## config.mk

```make
export PLATFORM = sky130hd
export DESIGN_NAME = uart_tx_arb
export DESIGN_NICKNAME = d
export VERILOG_FILES = /design/src/rtl/uart_tx_arb.sv
export SDC_FILE = /design/constraint.sdc
export NUM_CORES = 1
export LEC_CHECK = 0
export ABC_AREA = 1
export BUFFER_PORTS_ARGS = -buffer_cell sky130_fd_sc_hd__buf_4
export CAP_MARGIN = 10
export CORE_ASPECT_RATIO = 0.9
export CORE_UTILIZATION = 43
export CTS_BUF_LIST = sky130_fd_sc_hd__clkbuf_8
export DETAILED_ROUTE_END_ITERATION = 10
export GPL_ROUTABILITY_DRIVEN = 0
export PLACE_DENSITY = 0.59
export SYNTH_ARGS = -nofsm -noshare
export SYNTH_HDL_FRONTEND = slang
export SYNTH_SLANG_ARGS = --single-unit
export TNS_END_PERCENT = 30
```

## constraint.sdc

```tcl
create_clock -name clk -period 4.4 [get_ports clk]
set_input_delay 0.88 -clock clk [delete_from_list [all_inputs] [get_ports clk]]
set_output_delay 0.88 -clock clk [all_outputs]
set_load 0.02 [all_outputs]
```

## src/rtl/uart_tx_arb.sv

```systemverilog
// uart_tx_arb
//   Shares the single UART transmit character path between three sources:
//   CPU output characters and RX echo-back characters (pulse interfaces,
//   each buffered in its own FIFO) and a monitor/debug source (valid/ready).
//   A round-robin arbiter (CPU -> echo -> monitor) issues at most one
//   character every two cycles, leaving the transmitter's full flag a cycle
//   to update after each write strobe.
//
// Ports
//   clk, rst_n            clock (rising edge), asynchronous active-low reset
//   cpu_we/cpu_char       CPU push strobe and character
//   cpu_full              CPU FIFO holds FIFO_DEPTH entries
//   echo_we/echo_char     echo push strobe and character
//   echo_full             echo FIFO holds FIFO_DEPTH entries
//   mon_valid/mon_char    monitor character offer (held until mon_ready)
//   mon_ready             one-cycle accept pulse for the monitor character
//   tx_we/tx_char         write strobe and character to the transmitter
//   tx_full               transmitter cannot accept a character
//   ovf_clr               clears both sticky overflow flags
//   ovf_flags             sticky drop flags: [0]=CPU, [1]=echo
//   busy                  work pending or a write strobe in flight
module uart_tx_arb #(
    parameter int unsigned FIFO_DEPTH = 4
) (
    input  logic       clk,
    input  logic       rst_n,
    input  logic       cpu_we,
    input  logic [7:0] cpu_char,
    output logic       cpu_full,
    input  logic       echo_we,
    input  logic [7:0] echo_char,
    output logic       echo_full,
    input  logic       mon_valid,
    input  logic [7:0] mon_char,
    output logic       mon_ready,
    output logic       tx_we,
    output logic [7:0] tx_char,
    input  logic       tx_full,
    input  logic       ovf_clr,
    output logic [1:0] ovf_flags,
    output logic       busy
);

    localparam int unsigned PW = $clog2(FIFO_DEPTH);
    localparam int unsigned CW = PW + 1;
    localparam logic [CW-1:0] DEPTH_C = CW'(FIFO_DEPTH);

    typedef enum logic [1:0] {
        SRC_CPU  = 2'd0,
        SRC_ECHO = 2'd1,
        SRC_MON  = 2'd2
    } src_e;

    // Index 0 = CPU FIFO, index 1 = echo FIFO
    logic [7:0]      mem_q  [2][FIFO_DEPTH];
    logic [PW-1:0]   wptr_q [2];
    logic [PW-1:0]   rptr_q [2];
    logic [CW-1:0]   cnt_q  [2];
    logic [1:0][7:0] push_char;
    logic [1:0]      push;
    logic [1:0]      pop;
    logic [1:0]      accept;
    logic [2:0]      elig;

    src_e       last_q;
    src_e       gnt;
    logic       gnt_vld;
    logic [7:0] gnt_char;
    logic       tx_we_q;
    logic [7:0] tx_char_q;
    logic       mon_ready_q;
    logic [1:0] ovf_q;

    assign push      = {echo_we, cpu_we};
    assign push_char = {echo_char, cpu_char};
    assign elig      = {mon_valid, (cnt_q[1] != '0), (cnt_q[0] != '0)};

    // Round-robin search starting one past the last grant; the cycle with
    // tx_we high is always skipped so tx_full can reflect the new character.
    always_comb begin
        logic [2:0] s;
        gnt_vld = 1'b0;
        gnt     = SRC_CPU;
        s       = '0;
        if (!tx_full && !tx_we_q) begin
            for (int unsigned k = 1; k <= 3; k++) begin
                s = {1'b0, last_q} + 3'(k);
                if (s >= 3'd3) begin
                    s = s - 3'd3;
                end
                if (!gnt_vld && elig[s[1:0]]) begin
                    gnt_vld = 1'b1;
                    gnt     = src_e'(s[1:0]);
                end
            end
        end
    end

    always_comb begin
        pop[0]    = gnt_vld && (gnt == SRC_CPU);
        pop[1]    = gnt_vld && (gnt == SRC_ECHO);
        // A full FIFO still takes a push when it is popped in the same cycle
        accept[0] = push[0] && ((cnt_q[0] != DEPTH_C) || pop[0]);
        accept[1] = push[1] && ((cnt_q[1] != DEPTH_C) || pop[1]);
    end

    always_comb begin
        case (gnt)
            SRC_CPU:  gnt_char = mem_q[0][rptr_q[0]];
            SRC_ECHO: gnt_char = mem_q[1][rptr_q[1]];
            default:  gnt_char = mon_char;
        endcase
    end

    for (genvar i = 0; i < 2; i++) begin : g_fifo
        always_ff @(posedge clk) begin
            if (accept[i]) begin
                mem_q[i][wptr_q[i]] <= push_char[i];
            end
        end

        always_ff @(posedge clk or negedge rst_n) begin
            if (!rst_n) begin
                wptr_q[i] <= '0;
                rptr_q[i] <= '0;
                cnt_q[i]  <= '0;
            end else begin
                if (accept[i]) begin
                    wptr_q[i] <= wptr_q[i] + 1'b1;
                end
                if (pop[i]) begin
                    rptr_q[i] <= rptr_q[i] + 1'b1;
                end
                case ({accept[i], pop[i]})
                    2'b10:   cnt_q[i] <= cnt_q[i] + 1'b1;
                    2'b01:   cnt_q[i] <= cnt_q[i] - 1'b1;
                    default: ;
                endcase
            end
        end
    end

    always_ff @(posedge clk or negedge rst_n) begin
        if (!rst_n) begin
            last_q      <= SRC_MON;
            tx_we_q     <= 1'b0;
            tx_char_q   <= '0;
            mon_ready_q <= 1'b0;
            ovf_q       <= '0;
        end else begin
            tx_we_q     <= gnt_vld;
            mon_ready_q <= gnt_vld && (gnt == SRC_MON);
            if (gnt_vld) begin
                tx_char_q <= gnt_char;
                last_q    <= gnt;
            end
            if (ovf_clr) begin
                ovf_q <= '0;
            end else begin
                ovf_q <= ovf_q | (push & ~accept);
            end
        end
    end

    assign cpu_full  = (cnt_q[0] == DEPTH_C);
    assign echo_full = (cnt_q[1] == DEPTH_C);
    assign tx_we     = tx_we_q;
    assign tx_char   = tx_char_q;
    assign mon_ready = mon_ready_q;
    assign ovf_flags = ovf_q;
    assign busy      = (cnt_q[0] != '0) || (cnt_q[1] != '0) || mon_valid || tx_we_q;

endmodule

```

==> flow_summary.json, run 1 <==
{
  "end_kind": "flop",
  "critical_path.slowest_cell": "dfstp_2",
  "layout_commonest_cell": "edfxtp_1",
  "grt_max_degree": 29,
  "register_area_um2": 2620,
  "yosys_warnings": 0,
  "layout.nets": 466,
  "grt-ovfl-total": 0,
  "cts_resized": 0,
  "timing.fmax_mhz": 310,
  "worstPathArrival_ps": 3470,
  "clockBufferDepth": 2,
  "dieArea_um2": 10300,
  "fin_cells": 552,
  "rsz0062_at_grt": "no",
  "ys.flop_type": "edfxtp_1",
  "io_buffers": 45,
  "die_height_um": 96.3,
  "powerDensity_nw_per_um2": 728,
  "num_antenna_cells": 0,
  "place_hpwl_um": 5940,
  "boundaryPins": 46,
  "hold_buffers": 0,
  "ant_nets": 0,
  "ys_ff_latch": 92,
  "clock-sinks": 92,
  "startpoint_type": "flop",
  "fin_area_um2": 4880,
  "via_per_inst": 5.01,
  "antenna_found_initial": 0,
  "period_share_pct": 73.4,
  "rows": 34,
  "drt_iter0_drc": 71,
  "setup_violations": 0,
  "dr.pass1.iters": 4,
  "start_util_pct": 44.2,
  "finClkSkew_ps": 11.2,
  "cts_buffers": 9,
  "cap_viol_max_count": 0,
  "wire_per_inst_um": 15.4,
  "ir_drop_mv": 0.260,
  "grt_pass1_vias": 2774,
  "drive_gt1_share_pct": 23.5,
  "hold_class": "in2async",
  "synth_fp_nets": 420,
  "status": "finished clean",
  "avgSynthCellArea_um2": 11.3,
  "maxSlewViolCount": 0,
  "cts_tree": "built",
  "cts_setup_buffers": 0,
  "clock_latency_ps": 360,
  "core_um2": 9610,
  "drcViolationCount": 0,
  "relSlewSlack_pct": 42.1,
  "grt_pass1_wl_um": 13900,
  "syn_inst": 375,
  "most-common-layout-cells": "edfxtp_1 (64), nor2_1 (58), buf_4 (46)",
  "wirelength_um": 8520,
  "critical_path_class": "reg2reg",
  "synth_edf_count": 64,
  "fillCellCount": 885,
  "critical_path.max_stage_delay_ps": 540,
  "critPathMaxFanout": 10,
  "cp_cell_sequence": "inv_1, ha_1, nor2_1, nand2_2, nand2_1, nor2_2, nand3_1, nand2_1, inv_1, nand2_2, nand2_2, clkinv_1, ha_1, inv_1, fa_1, a21oi_1, o21ai_0, xor2_1",
  "dpl_cell_area_um2": 4680,
  "multi_input_area_um2": 1410,
  "ys_seq_area_share_pct": 61.8,
  "yosysUniqueCellTypes": 36,
  "period_needed_ps": 3230,
  "holdWs_ps": 429,
  "fin_setup_tns_ps": 0,
  "gr-usage-all-layers_pct": 18.3,
  "vias": 2767,
  "worstMarginPinSlew_ps": 866,
  "path_clk_slew_ps": 90,
  "place_inst": 536,
  "async_flop_share_pct": 30.4,
  "hold_violations": 0,
  "cts-root-buf": "clkbuf_8",
  "synthesis.area_um2": 4250,
  "cp.required_ps": 4640,
  "die_w_um": 107,
  "leakage_uw": 0.00193,
  "htree_levels": 3,
  "syn2layout_area_growth_pct": 14.9
}
[path summary, 6_finish.rpt]
path	startpoint	slack, ps	cells past startpoint	end
setup / recovery	last_q[1]	1170	18	cnt_q[2]
hold / removal	rst_n	430	1	cnt_q[0]
setup reg to reg	last_q[1]	1170	18	cnt_q[2]
hold reg to reg	ovf_flags[0]	520	2	ovf_flags[0]
max in group asynchronous	rst_n	3660	1	last_q[1]
min in group clk	ovf_flags[0]	520	2	ovf_flags[0]
[kinds of logic after synthesis]
logic type	count (synthesis)	share of synthesized area, %
AO/OA/AOI/OAI	67	10.5
AND/OR/NAND/NOR	143	16.2
buffers and inverters	51	5.15
adder cells (fa/ha/maj)	14	4.48
flip-flops	92	61.8
XOR/XNOR	8	1.83
[routing by layer]
metal	GRT usage, %	routed length (µm)	part of all wire (%)	vias up
met5	0	0	0	-
met1	24.2	4080	48	1334
met4	6.05	115	1.3	0
met3	5.08	291	3.4	10
met2	29.2	4040	47	53
li1	-	-	-	1370
[power breakdown]
group / leakage (µW) / switching, µW / internal, µW
combinational: 0.000914 / 1030 / 568
clock: 0.000103 / 305 / 267
sequential: 0.000914 / 184 / 1190
[layout make-up]
| cell class | count | share of cell area (%) |
|---|---|---|
| inverters | 40 | 3.08 |
| multi-input cells | 232 | 28.8 |
| clock buffers | 9 | 2.54 |
| clock inverters | 7 | 1.54 |
| well taps | 126 | 3.23 |
| flip-flops and latches | 92 | 53.8 |
| repair buffers | 46 | 7.08 |
[registers in the layout, indices dropped and copies added (netlist names)]
name / flops
cnt_q: 6
last_q: 2
mem_q: 64
mon_ready: 1
ovf_flags: 2
rptr_q: 4
tx_char: 8
tx_we: 1
wptr_q: 4
[per-stage QoR]
stage | utilization [%] | setup WS [ps] | power (µW)
CTS | 50.8 | 1140 | 3600
global route | 50.8 | 865 | 3860
detailed placement | 48.7 | 1170 | 3020
global placement | 48.7 | 1230 | 2970
finish | 50.8 | 1170 | 3550
floorplan | - | 1490 | 2590
[Yosys cell counts (2+ instances only)]
cell type   n  area, µm²
nand2_1    40        150
nor2_1     58        218
o22ai_1    16        100
xor2_1      6       52.6
nor2_4      3       33.8
nor2_2      3       18.8
inv_2       3       11.3
dfrtp_1    27        676
nand3_2     4       40.0
nand2_2    11       68.8
nand3_4     2       35.0
fa_1        2       40.0
nand4_1     3       18.8
clkbuf_1    7       26.3
ha_1       12        150
a41oi_2     7        114
nand3_1    15       75.1
o21ai_0    36        180
inv_1      36        135
a21oi_1     4       20.0
edfxtp_1   64       1920
buf_6       2       22.5
[critical path, delay by kind of cell (launching register included)]
kind                       cells  cell delay [ps]
and+or+nand+nor                8              720
AOI/OAI and AO/OA              2              270
xor gates and xnor gates       1              160
DFF                            1              540
buffers and inverters          4              400
adders and majority gates      3             1020
(Power assumes the default switching activity.)
==> run 2: changes to the inputs <==
Settings changed: PLACE_DENSITY 0.59 to 0.62.
Clock period 4.4 ns to 2.78 ns, I/O delays scaled along.
==> run 2 against run 1 <==
Against the previous run: global-route usage is 0.25 points higher; non-clock buffer count is 30 higher; setup slack worse by 1100 ps; wire length is 6.3% higher; combinational power is 100% higher; final cell count is 5.4% higher; critical path depth is 2 higher; fmax is 20% higher; sequential share of layout area is 3.4 points lower; largest cell class unchanged.
==> flow_summary.json, run 2 (same netlist as run 1, synthesis figures left out) <==
{
  "wire_per_inst_um": 15.6,
  "syn2layout_area_growth_pct": 22.7,
  "pwr-share-clk_pct": 13.2,
  "via_per_inst": 5.11,
  "critical_path.max_stage_delay_ps": 550,
  "grt_max_degree": 29,
  "place_hpwl_um": 6130,
  "fin_ws_ps": 87.0,
  "critical_path_class": "reg2reg",
  "layout.nets": 496,
  "wirelength_um": 9060,
  "worstMarginPinSlew_ps": 608,
  "cts-root-buf": "clkbuf_8",
  "drt_iter0_drc": 125,
  "hold_class": "in2async",
  "io_buffers": 45,
  "layout_commonest_cell": "buf_4",
  "vias": 2972,
  "hold_violations": 0,
  "crit_start": "last_q[1]",
  "cp.required_ps": 3030,
  "r2r_slack_ps": 90,
  "ant_nets": 0,
  "period_needed_ps": 2690,
  "drcViolationCount": 0,
  "clock_latency_ps": 360,
  "clock-sinks": 92,
  "grt_pass1_wl_um": 14300,
  "period_share_pct": 96.9,
  "crit_path_end": "cnt_q[2]",
  "worstPathArrival_ps": 2940,
  "num_antenna_cells": 0,
  "largest_register_ffs": 64,
  "cap_viol_max_count": 0,
  "htree_levels": 3,
  "gr-usage-all-layers_pct": 18.5,
  "drive_gt1_share_pct": 33.3,
  "antenna_found_initial": 0,
  "core_um2": 9610,
  "relSlewSlack_pct": 59.1,
  "leakage_uw": 0.00209,
  "holdWs_ps": 129,
  "r2r_start": "last_q[1]",
  "dr.pass1.iters": 6,
  "place_inst": 558,
  "powerDensity_nw_per_um2": 1170,
  "fillCellCount": 891,
  "path_clk_slew_ps": 90,
  "maxSlewViolCount": 0,
  "status": "finished clean",
  "die_height_um": 96.3,
  "netSwitchingFraction_pct": 42.8,
  "boundaryPins": 46,
  "rsz0062_at_grt": "yes",
  "finish.utilization_pct": 54.2,
  "power.switching_uw": 2620,
  "reg2reg_depth": 20,
  "pwr-share-seq_pct": 34.5,
  "cts_tree": "built",
  "critPathMaxFanout": 4,
  "hold_buffers": 0,
  "startpoint_type": "flop",
  "rows": 34,
  "cts_buffers": 9,
  "timing.fmax_mhz": 371,
  "dp_slack_ps": -89.5,
  "grt_pass1_vias": 2870,
  "ir_drop_mv": 0.521,
  "setup_violations": 0,
  "p_int_uw": 3500,
  "most-common-layout-cells": "buf_4 (75), edfxtp_1 (64), nor2_1 (55)",
  "start_util_pct": 44.2,
  "cp_cell_sequence": "inv_2, buf_4, ha_4, nor2_4, nand2_2, nand2_2, nor2_2, nand3_1, nand2_1, inv_2, nand2_2, nand2_4, nand2_4, nand2_4, ha_4, inv_2, fa_2, a21oi_2, o21ai_1, xor2_1",
  "pwr-share-comb_pct": 52.3,
  "clockBufferDepth": 2,
  "grt-ovfl-total": 0,
  "finClkSkew_ps": 7.60,
  "end_kind": "flop",
  "die_w_um": 107,
  "r2r-end": "cnt_q[2]",
  "dieArea_um2": 10300,
  "critical_path.slowest_cell": "dfstp_2",
  "fin_cells": 582
}
run 2: through the flow:
stage	total power, µW	cell area (µm²)	setup TNS (ps)
after floorplan	4130	4270	0
after global placement	4910	4870	0
after detailed placement	5020	4870	-141
after CTS	5880	5060	0
after global routing	6600	5210	-136
final	6120	5210	0
run 2: power groups by stage:
stage               clock network [µW]  registers, µW  logic [µW]
floorplan                            0           2150        1980
global placement                     0           2130        2790
detailed placement                   0           2140        2880
CTS                                838           2110        2930
global route                       896           2150        3550
finish                             810           2110        3200
run 2: worst max-delay path, delay by kind of cell, from the launching register on:
family,cells,cell delay [ps]
compound gates,2,190
xor+xnor,1,140
fa+ha+maj,3,680
buf+inv,4,280
flops,1,550
simple gates,10,740
run 2: timing repair:
item | CTS | global route
pin swaps | 0 | 13
setup endpoints to repair | 16 | 30
gates resized for setup | 4 | 26
buffers inserted | 0 | 8
run 2: how the worst min path moves through the flow:
stage	to	slack [ps]
after floorplan	cnt_q[0]	260
after global placement	ovf_flags[1]	500
after detailed placement	ovf_flags[0]	510
after CTS	tx_char[2]	120
after global routing	tx_char[1]	140
final	wptr_q[2]	130
run 2: layout make-up:
| type | count | area (µm²) | area share [%] |
|---|---|---|---|
| clock buffer | 9 | 124 | 2.38 |
| clock inverter | 7 | 51.3 | 0.984 |
| inverter | 40 | 153 | 2.93 |
| multi-input combinational | 232 | 1530 | 29.3 |
| sequential | 92 | 2620 | 50.3 |
| tap | 126 | 158 | 3.02 |
| timing repair buffer | 76 | 574 | 11.0 |
run 2: per-layer routing:
layer  vias up  track usage [%]  wire length [µm]
met5         -                0                 0
met4         0             7.08               187
met3        19             3.45               302
met2        74             30.8              4390
met1      1448             24.3              4180
li1       1431                -                 -
